[config.mk]
export PLATFORM = sky130hd
export DESIGN_NAME = shift_seq_ctrl
export DESIGN_NICKNAME = d
export VERILOG_FILES = /design/src/rtl/shift_seq_ctrl.sv
export SDC_FILE = /design/constraint.sdc
export NUM_CORES = 1
export LEC_CHECK = 0
export CAP_MARGIN = 10
export CORE_UTILIZATION = 30
export CTS_BUF_LIST = sky130_fd_sc_hd__clkbuf_8
export CTS_CLUSTER_SIZE = 8
export DETAILED_ROUTE_END_ITERATION = 7
export SYNTH_ARGS = -nofsm -noshare
export SYNTH_HDL_FRONTEND = slang
export SYNTH_SLANG_ARGS = --single-unit
[constraint.sdc]
create_clock -name clk -period 3.3 [get_ports clk]
set_clock_uncertainty 0.2 [all_clocks]
set_input_delay 0.825 -clock clk [delete_from_list [all_inputs] [get_ports clk]]
set_output_delay 0.825 -clock clk [all_outputs]
set_load 0.02 [all_outputs]
[src/rtl/shift_seq_ctrl.sv]
// Multi-cycle shift sequencer: SLL/SRL/SRA/ROL by up to 2^AMT_W-1 bits in steps of <= STEP_MAX.
// Optional SHIFT_SEQ_CLAMP_EN normalises the amount at acceptance (clamp to WIDTH, or mod WIDTH for ROL).
module shift_seq_ctrl #(
  parameter int WIDTH    = 8,
  parameter int AMT_W    = 5,
  parameter int STEP_MAX = 7
) (
  input  logic             clk,
  input  logic             rst,
  input  logic             in_valid,
  output logic             in_ready,
  input  logic [WIDTH-1:0] in_data,
  input  logic [AMT_W-1:0] in_amt,
  input  logic [1:0]       in_mode,
  output logic             out_valid,
  input  logic             out_ready,
  output logic [WIDTH-1:0] out_data,
  output logic             busy
);

  localparam int STEP_W = $clog2(STEP_MAX + 1);
  localparam logic [AMT_W-1:0] STEP_MAX_A = AMT_W'(STEP_MAX);

  typedef enum logic [1:0] {IDLE, SHIFT, DONE} state_t;

  state_t           state;
  logic [WIDTH-1:0] data_q;
  logic [AMT_W-1:0] rem_q;
  logic [1:0]       mode_q;

  logic [AMT_W-1:0] amt_n;
  logic [WIDTH-1:0] src_data;
  logic [AMT_W-1:0] src_rem;
  logic [1:0]       src_mode;
  logic [STEP_W-1:0] step;
  logic [WIDTH-1:0] nxt_data;
  logic [AMT_W-1:0] nxt_rem;

  function automatic logic [WIDTH-1:0] do_step(input logic [WIDTH-1:0] d,
                                               input logic [STEP_W-1:0] s,
                                               input logic [1:0] m);
    logic [2*WIDTH-1:0] dd;
    dd = {d, d} << s;
    case (m)
      2'b00:   do_step = d << s;
      2'b01:   do_step = d >> s;
      2'b10:   do_step = WIDTH'($signed(d) >>> s);
      default: do_step = dd[2*WIDTH-1:WIDTH];
    endcase
  endfunction

  always_comb begin
    amt_n = in_amt;
`ifdef SHIFT_SEQ_CLAMP_EN
    if (in_mode == 2'b11)
      amt_n = in_amt % AMT_W'(WIDTH);
    else if (in_amt > AMT_W'(WIDTH))
      amt_n = AMT_W'(WIDTH);
`endif
  end

  // The acceptance edge already applies the first step, so latency is ceil(amt/STEP_MAX).
  always_comb begin
    src_data = (state == IDLE) ? in_data : data_q;
    src_rem  = (state == IDLE) ? amt_n   : rem_q;
    src_mode = (state == IDLE) ? in_mode : mode_q;
    step     = (src_rem > STEP_MAX_A) ? STEP_W'(STEP_MAX) : src_rem[STEP_W-1:0];
    nxt_data = do_step(src_data, step, src_mode);
    nxt_rem  = src_rem - AMT_W'(step);
  end

  always_ff @(posedge clk or posedge rst) begin
    if (rst) begin
      state     <= IDLE;
      data_q    <= '0;
      rem_q     <= '0;
      mode_q    <= '0;
      in_ready  <= 1'b1;
      out_valid <= 1'b0;
      busy      <= 1'b0;
    end else begin
      case (state)
        IDLE: if (in_valid) begin
          data_q   <= nxt_data;
          rem_q    <= nxt_rem;
          mode_q   <= in_mode;
          in_ready <= 1'b0;
          busy     <= 1'b1;
          if (nxt_rem == '0) begin
            state     <= DONE;
            out_valid <= 1'b1;
          end else begin
            state <= SHIFT;
          end
        end
        SHIFT: begin
          data_q <= nxt_data;
          rem_q  <= nxt_rem;
          if (nxt_rem == '0) begin
            state     <= DONE;
            out_valid <= 1'b1;
          end
        end
        DONE: if (out_ready) begin
          state     <= IDLE;
          out_valid <= 1'b0;
          in_ready  <= 1'b1;
          busy      <= 1'b0;
        end
        default: begin
          state     <= IDLE;
          out_valid <= 1'b0;
          in_ready  <= 1'b1;
          busy      <= 1'b0;
        end
      endcase
    end
  end

  assign out_data = data_q;

endmodule

==> impl_metrics.toml <==
[run_status]
run_status = "completed"

[global_route]
track_usage = 0.234
grt_pass1_vias = 2686
grt-ovfl-total = 0
grt_max_degree = 26
antenna_found_initial = 0
grt_pass1_wl_um = 15100

[floorplan]
io_pins = 30
core_area_mm2 = 0.00769
die-area_mm2 = 0.00827
fp.dieH_um = 90.9
rows = 32
die_w_um = 90.9
start_util = 0.309

[place]
place_area_mm2 = 0.00292
gp_congestion = 0.931
io_buffers = 29
post-dp-hpwl_um = 7040

[synthesis]
postSynthAreaPerCell_um2 = 7.53
synth-edff-count = 0
synthSimpleGateAreaFrac = 0.231
synthArstFlopShare = 1.00
synth_compound_area_frac = 0.343
synthesis.area_mm2 = 0.00237
ys_ff_latch = 20
syn_nets = 335
synthAdderAreaFrac = 0.00527
synth.distinct_cells = 58
yosysSeqAreaShare = 0.211
ys.flop_type = "dfrtp_1"
synth_top_family_by_area = "compound AO/OA/AOI/OAI gates"
synth_xor_area_frac = 0.0148
netlist_instances = 315
yosysWarnings = 0
muxShareOfSynthArea = 0.134

[setup_path]
reg2reg_to = "out_data[6]$_DFFE_PP0P_"
cp_common_cell = "o211ai_1"
crit_fanout = 15
crit_slowest_cell = "or4_4"
worst-r2r-cell-count = 8
critPathMaxStageDelay_ps = 540
rrSetupSlack_ps = 340
arrival_ps = 3030
path_buf_inv = 2
required_ps = 3300
crit_chain = "clkdlybuf4s50_1 -> or4_4 -> o31a_1 -> buf_12 -> or4_1 -> o211ai_1 -> a32oi_1 -> o211ai_1"
end_kind = "register"
cp-start-kind = "input port"
regToRegStartpoint = "state[1]$_DFFE_PP0P_"
crit_type = "input port to register"
cp_top_family = "simple AND/OR/NAND/NOR gates"

[sta]
rsz0062_at_grt = "no"
finalHoldViolations = 0
post-route-min-period_ps = 3040
tns_ps = 0
setup_viol = 0
worst_slew_pin_slew_ps = 1030
max_slew_margin = 0.309
fin_crit_sh = 0.920
fmax_mhz = 329
slew_violations = 0

[cells_and_area]
fillers = 818
area_growth_pct = 25.9
layout-drive-gt1-share = 0.155
final_nets = 370
final_area_mm2 = 0.00299
insertedDiodeCount = 0

[pwr]
pwr_density_cell_mw_per_mm2 = 1260
worst_ir_drop_vdd_mv = 0.393
total_power_w = 0.00377
p_leak_nw = 1.09

[clock_tree]
numCtsBuffers = 3
cts_root_buf = "clkbuf_8"
clk_latency_ps = 270
cts_hold_buf = 0
post-cts-setup-buffers = 0
clkTransAtPathRegs_ps = 100
cts.sinks = 20
cts_tree = "built"
cts_buffer_depth = 2
ctsResizeCount = 0
htree_levels = 1

[detailed_routing]
wire_per_inst_um = 21.1
drc = 0
drt-total-wl_um = 9520
ant_nets = 0
vias = 2905
drtIter0Drc = 406
viasPerCell = 6.44
drt-pass1-iter-count = 6

[min_path]
min_to = "out_valid$_DFFE_PP0P_"
min_path_cells = 1
hp-start = "out_valid$_DFFE_PP0P_"
hp-class = "register to register"

[run]
max_cap_viol_count = 0
## metal layers
metal / up-vias / share of wire / global-route usage
li1: 1315 / - / -
met1: 1358 / 0.44 / 0.324
met2: 189 / 0.44 / 0.364
met3: 43 / 0.085 / 0.0362
met4: 0 / 0.037 / 0.0899
met5: - / 0 / 0
## worst max path at each step
stage                    from                 endpoint  slack (ps)  cells after the start
floorplan           in_amt[3]  out_data[3]$_DFFE_PP0P_         410                      6
global placement    in_amt[3]  out_data[1]$_DFFE_PP0P_           2                      9
detailed placement  in_amt[3]  out_data[2]$_DFFE_PP0P_          -6                      8
CTS                 in_amt[3]  out_data[2]$_DFFE_PP0P_         280                      8
global route        in_amt[3]  out_data[4]$_DFFE_PP0P_         140                      8
finish              in_amt[3]  out_data[2]$_DFFE_PP0P_         260                      8
## state kept, by name, indices dropped and copies added, names as in the netlist
register   count
in_ready       1
state          2
out_data       8
busy           1
out_valid      1
mode_q         2
rem_q          5
## cell usage in the layout, fill, tap and decap left out, types with 2 or more instances in the layout
| cell type | count |
|---|---|
| or4_1 | 2 |
| or2_2 | 2 |
| mux2_2 | 12 |
| dfrtp_1 | 19 |
| o31ai_1 | 5 |
| nor4_1 | 7 |
| clkbuf_8 | 3 |
| o311ai_0 | 4 |
| xor2_1 | 3 |
| o31a_1 | 3 |
| o221ai_1 | 4 |
| a22oi_1 | 2 |
| buf_4 | 27 |
| a31oi_1 | 14 |
| o21ai_0 | 15 |
| nand3_1 | 16 |
| nand2_1 | 23 |
| nand4_1 | 3 |
| nor3_1 | 12 |
| buf_12 | 2 |
| or3_1 | 5 |
| a221oi_1 | 3 |
| mux2i_1 | 16 |
| a32oi_1 | 5 |
| nor4b_1 | 5 |
| clkdlybuf4s50_1 | 29 |
| nor2_1 | 22 |
| inv_1 | 7 |
| a21o_1 | 4 |
| o22ai_1 | 6 |
| a21oi_1 | 30 |
| o211ai_1 | 12 |
## through the flow
stage / std cells / setup WS (ps) / utilization / hold WS [ps]
after floorplan: 315 / 410 / - / 256
after global placement: 447 / 1.89 / 0.379 / 259
after detailed placement: 447 / -6.17 / 0.379 / 264
after CTS: 451 / 282 / 0.389 / 285
after global routing: 451 / 141 / 0.389 / 308
final: 451 / 265 / 0.389 / 287
## worst register-to-register path: cells and delay by family (launching register included)
kind	cells	cell delay, ps
flops	1	400
simple gates	1	520
compound gates	5	1330
buf+inv	2	440
## report_power, final
| part | leakage [nW] | switching, W | internal, W |
|---|---|---|---|
| sequential | 0.240 | 0.000192 | 0.000373 |
| combinational | 0.818 | 0.00177 | 0.00117 |
| clock | 0.0357 | 0.000105 | 0.000162 |
## final cells by class
type,instances,area (µm²),share of cell area
Multi-Input combinational cell,260,1730,0.578
Inverter,7,26.3,0.00880
Tap cell,102,128,0.0427
Sequential cell,20,502,0.168
Clock inverter,1,30.0,0.0101
Timing Repair Buffer,58,533,0.178
Clock buffer,3,41.3,0.0138
## cell families (layout without fill, tap and decap cells)
group                    Yosys count  after routing
XOR/XNOR                           4              4
buffers and inverters             35             69
flip-flops                        20             20
adder cells (fa/ha/maj)            1              1
AO/OA/AOI/OAI                    120            120
AND/OR/NAND/NOR                  106            106
multiplexers                      29             29
## cell usage after synthesis (all sizes together) (5+ instances only)
cell | instances | area (µm²)
a21oi | 30 | 150
a31oi | 14 | 87.6
o22ai | 6 | 37.5
o311ai | 5 | 43.8
mux2 | 12 | 135
nor4b | 5 | 43.8
o31ai | 6 | 58.8
a32oi | 5 | 43.8
mux2i | 16 | 160
inv | 7 | 26.3
buf | 7 | 38.8
o211ai | 12 | 90.1
nor4 | 7 | 43.8
nand3 | 16 | 80.1
nor3 | 12 | 60.1
nand2 | 24 | 97.6
clkbuf | 21 | 78.8
o21ai | 15 | 75.1
or3 | 5 | 31.3
dfrtp | 19 | 475
nor2 | 23 | 88.8
Note: power is estimated with default switching activity, not from simulation.
